==> config.mk <==
export PLATFORM = sky130hd
export DESIGN_NAME = emblem_sequencer
export DESIGN_NICKNAME = d
export VERILOG_FILES = /design/src/rtl/emblem_sequencer.sv
export SDC_FILE = /design/constraint.sdc
export NUM_CORES = 1
export LEC_CHECK = 0
export ABC_CLOCK_PERIOD_IN_PS = 2900
export CAP_MARGIN = 20
export CORE_MARGIN = 2
export CORE_UTILIZATION = 40
export DETAILED_ROUTE_END_ITERATION = 8
export DONT_BUFFER_PORTS = 1
export PLACE_DENSITY = 0.53
export SETUP_SLACK_MARGIN = 0.2
export SYNTH_ARGS = -nofsm -noshare
export SYNTH_HDL_FRONTEND = slang
export SYNTH_SLANG_ARGS = --single-unit
==> constraint.sdc <==
create_clock -name clk_i -period 2.9 [get_ports clk_i]
set_input_delay 0.58 -clock clk_i [delete_from_list [all_inputs] [get_ports clk_i]]
set_output_delay 0.58 -clock clk_i [all_outputs]
set_load 0.01 [all_outputs]
==> src/rtl/emblem_sequencer.sv <==
// emblem_sequencer: frame-synchronous slide-in / hold / blink / slide-out sequencer
// for the emblem overlay. Defining EMBLEM_BOUNCE_EN adds a horizontal bounce during HOLD.
module emblem_sequencer #(
    parameter int SLIDE_DIST   = 160,
    parameter int SLIDE_STEP   = 4,
    parameter int HOLD_FRAMES  = 120,
    parameter int BLINK_FRAMES = 32,
    parameter int BLINK_PERIOD = 8,
    parameter int AUTO_GAP     = 60
`ifdef EMBLEM_BOUNCE_EN
    ,
    parameter int BOUNCE_MAX   = 16
`endif
) (
    input  logic       clk_i,
    input  logic       rst_i,
    input  logic       frame_start_i,
    input  logic       trigger_i,
    input  logic       abort_i,
    input  logic       auto_mode_i,
    output logic       emblem_en_o,
    output logic [9:0] y_off_o,
    output logic [7:0] x_off_o,
    output logic       invert_o,
    output logic       busy_o,
    output logic [2:0] state_o
);

    typedef enum logic [2:0] {
        IDLE  = 3'd0,
        ENTER = 3'd1,
        HOLD  = 3'd2,
        BLINK = 3'd3,
        EXIT  = 3'd4
    } state_t;

    state_t      state_q;
    logic        emblem_en_q;
    logic        invert_q;
    logic        busy_q;
    logic        pending_q;
    logic [9:0]  y_off_q;
    logic [7:0]  cnt_q;
    logic [7:0]  gap_q;

    logic [9:0]  y_dn_d;
    logic [10:0] y_sum_d;
    logic [9:0]  y_up_d;
    logic [7:0]  cnt_inc_d;
    logic        blink_tgl_d;
    logic        start_d;
    logic        clear_d;

    // Saturating slide arithmetic; the 11-bit sum keeps the upward slide from wrapping.
    assign y_dn_d      = (y_off_q > 10'(SLIDE_STEP)) ? (y_off_q - 10'(SLIDE_STEP)) : 10'd0;
    assign y_sum_d     = {1'b0, y_off_q} + 11'(SLIDE_STEP);
    assign y_up_d      = (y_sum_d >= 11'(SLIDE_DIST)) ? 10'(SLIDE_DIST) : y_sum_d[9:0];
    assign cnt_inc_d   = cnt_q + 8'd1;
    assign blink_tgl_d = ((cnt_inc_d % 8'(BLINK_PERIOD)) == 8'd0);
    assign start_d     = pending_q | trigger_i | (auto_mode_i & (gap_q == 8'(AUTO_GAP - 1)));
    assign clear_d     = rst_i | abort_i | (state_q > EXIT);

`ifdef EMBLEM_BOUNCE_EN
    logic [7:0] x_off_q;
    logic [7:0] x_step_d;
    logic       dir_up_q;

    assign x_step_d = dir_up_q ? (x_off_q + 8'd1) : (x_off_q - 8'd1);
    assign x_off_o  = x_off_q;
`else
    assign x_off_o  = 8'h00;
`endif

    // Sequencer state and all registered outputs; abort and illegal encodings share the reset path.
    always_ff @(posedge clk_i) begin
        if (clear_d) begin
            state_q     <= IDLE;
            emblem_en_q <= 1'b0;
            y_off_q     <= 10'(SLIDE_DIST);
            invert_q    <= 1'b0;
            busy_q      <= 1'b0;
            cnt_q       <= 8'd0;
            gap_q       <= 8'd0;
            pending_q   <= 1'b0;
`ifdef EMBLEM_BOUNCE_EN
            x_off_q     <= 8'd0;
            dir_up_q    <= 1'b1;
`endif
        end else begin
            case (state_q)
                IDLE: begin
                    if (frame_start_i) begin
                        if (start_d) begin
                            state_q     <= ENTER;
                            emblem_en_q <= 1'b1;
                            busy_q      <= 1'b1;
                            y_off_q     <= 10'(SLIDE_DIST);
                            pending_q   <= 1'b0;
                            gap_q       <= 8'd0;
                        end else if (auto_mode_i) begin
                            gap_q <= gap_q + 8'd1;
                        end else begin
                            gap_q <= 8'd0;
                        end
                    end else if (trigger_i) begin
                        pending_q <= 1'b1;
                    end
                end
                ENTER: begin
                    if (frame_start_i) begin
                        y_off_q <= y_dn_d;
                        if (y_dn_d == 10'd0) begin
                            state_q <= HOLD;
                            cnt_q   <= 8'd0;
`ifdef EMBLEM_BOUNCE_EN
                            x_off_q  <= 8'd0;
                            dir_up_q <= 1'b1;
`endif
                        end
                    end
                end
                HOLD: begin
                    if (frame_start_i) begin
                        if (cnt_q == 8'(HOLD_FRAMES - 1)) begin
                            state_q  <= BLINK;
                            cnt_q    <= 8'd0;
                            invert_q <= 1'b1;
                        end else begin
                            cnt_q <= cnt_inc_d;
                        end
`ifdef EMBLEM_BOUNCE_EN
                        // Reverse on touching either limit so the next frame heads back.
                        x_off_q <= x_step_d;
                        if (x_step_d == 8'(BOUNCE_MAX)) begin
                            dir_up_q <= 1'b0;
                        end else if (x_step_d == 8'(-BOUNCE_MAX)) begin
                            dir_up_q <= 1'b1;
                        end
`endif
                    end
                end
                BLINK: begin
                    if (frame_start_i) begin
                        if (cnt_q == 8'(BLINK_FRAMES - 1)) begin
                            state_q  <= EXIT;
                            cnt_q    <= 8'd0;
                            invert_q <= 1'b0;
`ifdef EMBLEM_BOUNCE_EN
                            x_off_q  <= 8'd0;
`endif
                        end else begin
                            cnt_q <= cnt_inc_d;
                            if (blink_tgl_d) begin
                                invert_q <= ~invert_q;
                            end
                        end
                    end
                end
                EXIT: begin
                    if (frame_start_i) begin
                        y_off_q <= y_up_d;
                        if (y_up_d == 10'(SLIDE_DIST)) begin
                            state_q     <= IDLE;
                            emblem_en_q <= 1'b0;
                            busy_q      <= 1'b0;
                        end
                    end
                end
                default: begin
                    state_q <= IDLE;
                end
            endcase
        end
    end

    assign emblem_en_o = emblem_en_q;
    assign y_off_o     = y_off_q;
    assign invert_o    = invert_q;
    assign busy_o      = busy_q;
    assign state_o     = state_q;

endmodule

==> results of run 1 <==
-- through the flow --
step | power [mW] | cell area (µm²)
after detailed placement | 0.532 | 2250
final | 0.899 | 2350
after global placement | 0.532 | 2250
after floorplan | 0.523 | 2200
after global routing | 0.940 | 2350
after CTS | 0.914 | 2350
-- worst reg2reg max path: stages (launching register included) --
cell and delay [ps]:
dfxtp_1 640, nand3_1 220, nor2_1 160, mux2_2 370
or4b_2 680, a221oi_1 260, nor2_1 70
-- flip-flops by register name, summed over array words and instances, names as in the netlist --
register / flops
busy_o: 1
state_o: 3
invert_o: 1
gap_q: 8
cnt_q: 8
pending_q: 1
y_off_o: 10
-- path summary, 6_finish.rpt --
| kind | from | endpoint | slack [ps] | depth (start not counted) |
|---|---|---|---|---|
| hold reg to reg | cnt_q[1]$_SDFFE_PP0P_ | cnt_q[1]$_SDFFE_PP0P_ | 510 | 2 |
| setup / recovery | y_off_o[4]$_SDFFE_PP0P_ | y_off_o[7]$_SDFFE_PP1P_ | 400 | 6 |
| setup reg to reg | y_off_o[4]$_SDFFE_PP0P_ | y_off_o[7]$_SDFFE_PP1P_ | 400 | 6 |
| hold / removal | rst_i | pending_q$_SDFFE_PP0P_ | 360 | 1 |
-- per-layer routing --
metal | GRT usage [%] | up-vias | part of all wire (%)
met4 | 6.43 | 0 | 1.3
met1 | 25.5 | 909 | 48
met2 | 28.4 | 42 | 45
met3 | 3.95 | 7 | 5.5
li1 | - | 994 | -
met5 | 0 | - | 0
-- cell families after synthesis --
logic type,synth area share [%]
adders and majority gates,3.45
muxes,2.82
other,0.172
xor gates and xnor gates,4.02
and+or+nand+nor,32.7
buffers and inverters,6.84
DFF,29.4
AOI/OAI and AO/OA,20.6
-- report_power, final --
| part | internal [mW] | total, mW | switching (mW) |
|---|---|---|---|
| combinational | 0.0264 | 0.0724 | 0.0461 |
| clock | 0.211 | 0.377 | 0.166 |
| sequential | 0.443 | 0.450 | 0.00660 |
-- layout by cell type, fill, tap and decap left out, types with 3 or more instances in the layout --
| cell | n |
|---|---|
| a21boi_0 | 3 |
| nand4_1 | 5 |
| a31oi_1 | 5 |
| o31ai_1 | 5 |
| or3_1 | 3 |
| nor2b_1 | 3 |
| nand2_1 | 26 |
| ha_1 | 6 |
| buf_4 | 12 |
| inv_1 | 4 |
| a211oi_2 | 3 |
| nand3_1 | 13 |
| dfxtp_1 | 30 |
| nand3b_1 | 4 |
| conb_1 | 8 |
| o21a_1 | 3 |
| a32o_1 | 3 |
| xnor2_1 | 6 |
| nor3_1 | 17 |
| nor2_1 | 27 |
| nand4b_1 | 4 |
| nor3b_1 | 4 |
| xor2_1 | 4 |
| o21ai_0 | 9 |
| clkbuf_8 | 7 |
| and3_1 | 3 |
| a21oi_1 | 10 |
| mux2i_1 | 5 |
| nor4_1 | 3 |
-- layout make-up --
type                            count  area, µm²  share of cell area [%]
Clock buffer                        7       96.3                    4.10
Inverter                            4       15.0                   0.639
Multi-Input combinational cell    220       1420                    60.4
Sequential cell                    32        643                    27.4
Tap cell                           70       87.6                    3.73
Timing Repair Buffer               12       90.1                    3.83
-- what timing repair did --
| item | 4_1_cts | 5_1_grt |
|---|---|---|
| hold buffers | 0 | 0 |
| endpoints found under the setup margin | 0 | 3 |
| resized for setup | 0 | 2 |
| setup buffers | 0 | 0 |
==> impl_metrics.toml, run 1 <==
[clock_network]
clk_path_buf_depth = 2
path_clk_slew_ps = 70
h-tree-depth = 2
cts_buffers = 5
clockRootBuffer = "clkbuf_8"
tritoncts = "yes"
clk_latency_ps = 290
cts_sinks = 32

[global_route]
grt_max_degree = 18
overflow = 0
grt_usage_pct = 18.5
antenna_found_initial = 0
grt_pass1_vias = 1782
grt_first_pass_wirelength_mm = 8.98

[setup_path]
path_cells = "nand3_1 > nor2_1 > mux2_2 > or4b_2 > a221oi_1 > nor2_1"
slowest_stage = "or4b_2"
crit_buf_inv = 0
cp.required_ps = 3080
cp.arrival_ps = 2680
cp_max_fo = 13
cp_common_cell = "nor2_1"
crit_family = "simple AND/OR/NAND/NOR gates"
critPathLaunchType = "register"
path_class = "reg2reg"
end_kind = "register"
max_stage_delay_ps = 680

[die]
start_util_pct = 42.1
core_area_um2 = 5170
die_w_um = 77.8
ioPinCount = 30
die_area_um2 = 6050
rows = 26
fp.dieH_um = 77.8

[logic_synthesis]
synth_area_leaders = "dfxtp_1, nor2_1, nand2_1, nor3_1, buf_4"
synth_most_common_cell = "dfxtp_1"
synthesis.instances = 272
ys_seq_area_share_pct = 29.4
ys_top_cells_by_count = "dfxtp_1, nor2_1, nand2_1, nor3_1, nand3_1"
synth-edff-count = 0
yosys.area.top_type = "dfxtp_1"
syn_area_um2 = 2180
yosysTopAreaCellShare_pct = 29.4
ys_warn_count = 0
yosys.cell_types.count = 61
synthArstFlopShare_pct = 0
synth.avg_cell_area_um2 = 8.00
synth-seq-cells = 32
synth_ff_type = "dfxtp_1"

[pwr]
leakage_nw = 0.786
vdd_drop_max_mv = 0.146
power.density_nw_per_um2 = 383

[route]
drc = 0
drtIter0Drc = 117
via_per_inst = 5.66
num_vias = 1952
final_antenna_net_count = 0
wirelength_mm = 5.34
post_drt_wl_per_cell_um = 15.5
firstDrtPassIters = 4

[flow_run]
max_cap_viol_count = 0

[sta]
hold_violations = 0
skew_ps = 9.88
worst_slew_pin_slew_ps = 756
final.setup.tns_ps = 0
period_minus_slack_ps = 2500
drv_slew = 0
grt_setup_unrepaired = "false"
slew_headroom_pct = 49.5
setup_slack_ps = 401
finalSetupViolations = 0
clock.fmax_ghz = 0.400
holdWs_ps = 360
min_period_over_period_pct = 86.2

[worst_hold_path]
hold_class = "in2reg"

[place]
io_buffers = 0
dp_hpwl_mm = 3.85
placedCellCount = 338
gp_congestion = 0.787
dp_slack_ps = 311

[final_layout]
nFillCells = 522
final_util_pct = 45.5
drive_gt1_share_pct = 14.9
diodes = 0
fin_nets = 287
stdcell_count = 345
areaGrowthSynthToFinish_pct = 7.99

[status]
status = "finished, final reports clean"
No activity file was read; power rests on OpenSTA's default activity.
==> run 2, diff against run 1 <==
--- a/config.mk
+++ b/config.mk
@@ -12,6 +12,7 @@
 export DETAILED_ROUTE_END_ITERATION = 8
 export DONT_BUFFER_PORTS = 1
 export PLACE_DENSITY = 0.53
+export RECOVER_POWER = 25
 export SETUP_SLACK_MARGIN = 0.2
 export SYNTH_ARGS = -nofsm -noshare
 export SYNTH_HDL_FRONTEND = slang
==> run 2 against run 1 <==
Combinational power barely moved. Via count rose by 1.1%. First-iteration DRC count fell by 6.8%. Setup slack barely moved. Clock power barely moved. Non-clock buffer count did not move. Cell count did not move. Sequential power barely moved. Critical path type unchanged.
==> impl_metrics.toml, run 2 (synthesis results as in run 1) <==
[status]
status = "finished, final reports clean"

[setup_path]
cp.required_ps = 3080
path_class = "reg2reg"
cp.arrival_ps = 2680
crit-reg2reg-launch = "y_off_o[4]$_SDFFE_PP0P_"
startpoint = "y_off_o[4]$_SDFFE_PP0P_"
cp_max_fo = 13
critPathLaunchType = "register"
end_kind = "register"

[sta]
drv_slew = 0
period_minus_slack_ps = 2500
skew_ps = 10.2
final.setup.tns_ps = 0
hold_violations = 0
grt_setup_unrepaired = "false"
clock.fmax_ghz = 0.400
slew_headroom_pct = 46.8
holdWs_ps = 360
finalSetupViolations = 0
worst_slew_pin_slew_ps = 798
min_period_over_period_pct = 86.2

[worst_hold_path]
min_from = "rst_i"
hold_class = "in2reg"

[global_route]
grt_max_degree = 18
grt_usage_pct = 18.5
overflow = 0
grt_pass1_vias = 1782
grt_first_pass_wirelength_mm = 8.98
antenna_found_initial = 0

[place]
post_dp_cell_area_um2 = 2250
dp_hpwl_mm = 3.85
io_buffers = 0
gp_congestion = 0.787

[die]
die_area_um2 = 6050
core_area_um2 = 5170
die_w_um = 77.8
ioPinCount = 30
fp.dieH_um = 77.8
rows = 26
start_util_pct = 42.1

[flow_run]
max_cap_viol_count = 0

[route]
num_vias = 1973
post_drt_wl_per_cell_um = 15.6
drc = 0
via_per_inst = 5.72
firstDrtPassIters = 5
final_antenna_net_count = 0
drtIter0Drc = 109
wirelength_mm = 5.37

[final_layout]
final_common_cell = "dfxtp_1"
regArea_um2 = 643
postLayoutCellArea_um2 = 2340
nFillCells = 525
diodes = 0
multiInputGateArea_um2 = 1420
drive_gt1_share_pct = 13.8
areaGrowthSynthToFinish_pct = 7.47
final_cell_mix = "dfxtp_1, nor2_1, nand2_1, nor3_1, nand3_1"
fin_nets = 287
largest_reg_flops = 10

[clock_network]
h-tree-depth = 2
tritoncts = "yes"
clk_latency_ps = 290
path_clk_slew_ps = 70
clk_path_buf_depth = 2
cts_sinks = 32
clockRootBuffer = "clkbuf_8"
cts_buffers = 5

[pwr]
power.density_nw_per_um2 = 385
power_uw = 900
leakage_nw = 0.775
vdd_drop_max_mv = 0.146
## run 2: changes by cell type in the layout (fill, tap and decap cells not counted)
cell      change
buf_4         -3
clkbuf_1      +3
## run 2: final cells by class
type,count,share of cell area (%)
clock buffer,7,4.12
inverter,4,0.642
multi-input combinational,220,60.6
sequential,32,27.5
tap,70,3.74
timing repair buffer,12,3.37
## run 2: per-stage QoR
step	setup WS [ps]	util, %	cells
after floorplan	495	-	279
after global placement	326	43.5	338
after detailed placement	311	43.5	338
after CTS	299	45.4	345
after global routing	227	45.2	345
final	401	45.2	345
## run 2: what timing repair did
action,4_1_cts,5_1_grt
hold buffers,0,0
resized for setup,0,2
setup buffers,0,0
endpoints found under the setup margin,0,3
## run 2: worst paths after layout
path | to | slack (ps) | cells past startpoint
setup / recovery | cnt_q[6]$_SDFFE_PP0P_ | 400 | 7
hold / removal | pending_q$_SDFFE_PP0P_ | 360 | 1
setup reg to reg | cnt_q[6]$_SDFFE_PP0P_ | 400 | 7
hold reg to reg | cnt_q[1]$_SDFFE_PP0P_ | 510 | 2
## run 2: routing by layer
metal | GRT usage (%) | share of wire, % | vias to the layer above | wire length, µm
met1 | 25.5 | 49 | 929 | 2640
met4 | 6.43 | 1.4 | 0 | 74
met5 | 0 | 0 | - | 0
met3 | 3.95 | 4.6 | 7 | 246
li1 | - | - | 994 | -
met2 | 28.4 | 45 | 43 | 2410
## run 2: worst max-delay path: stages, from the launching register on
cell	delay, ps
dfxtp_1	470
or4_4	570
or3_4	360
o31ai_2	330
a211oi_2	110
buf_4	210
nor4b_1	150
o21a_1	190
## run 2: power breakdown
| group | switching, mW | internal [mW] |
|---|---|---|
| Sequential | 0.00660 | 0.443 |
| Combinational | 0.0465 | 0.0262 |
| Clock | 0.166 | 0.211 |
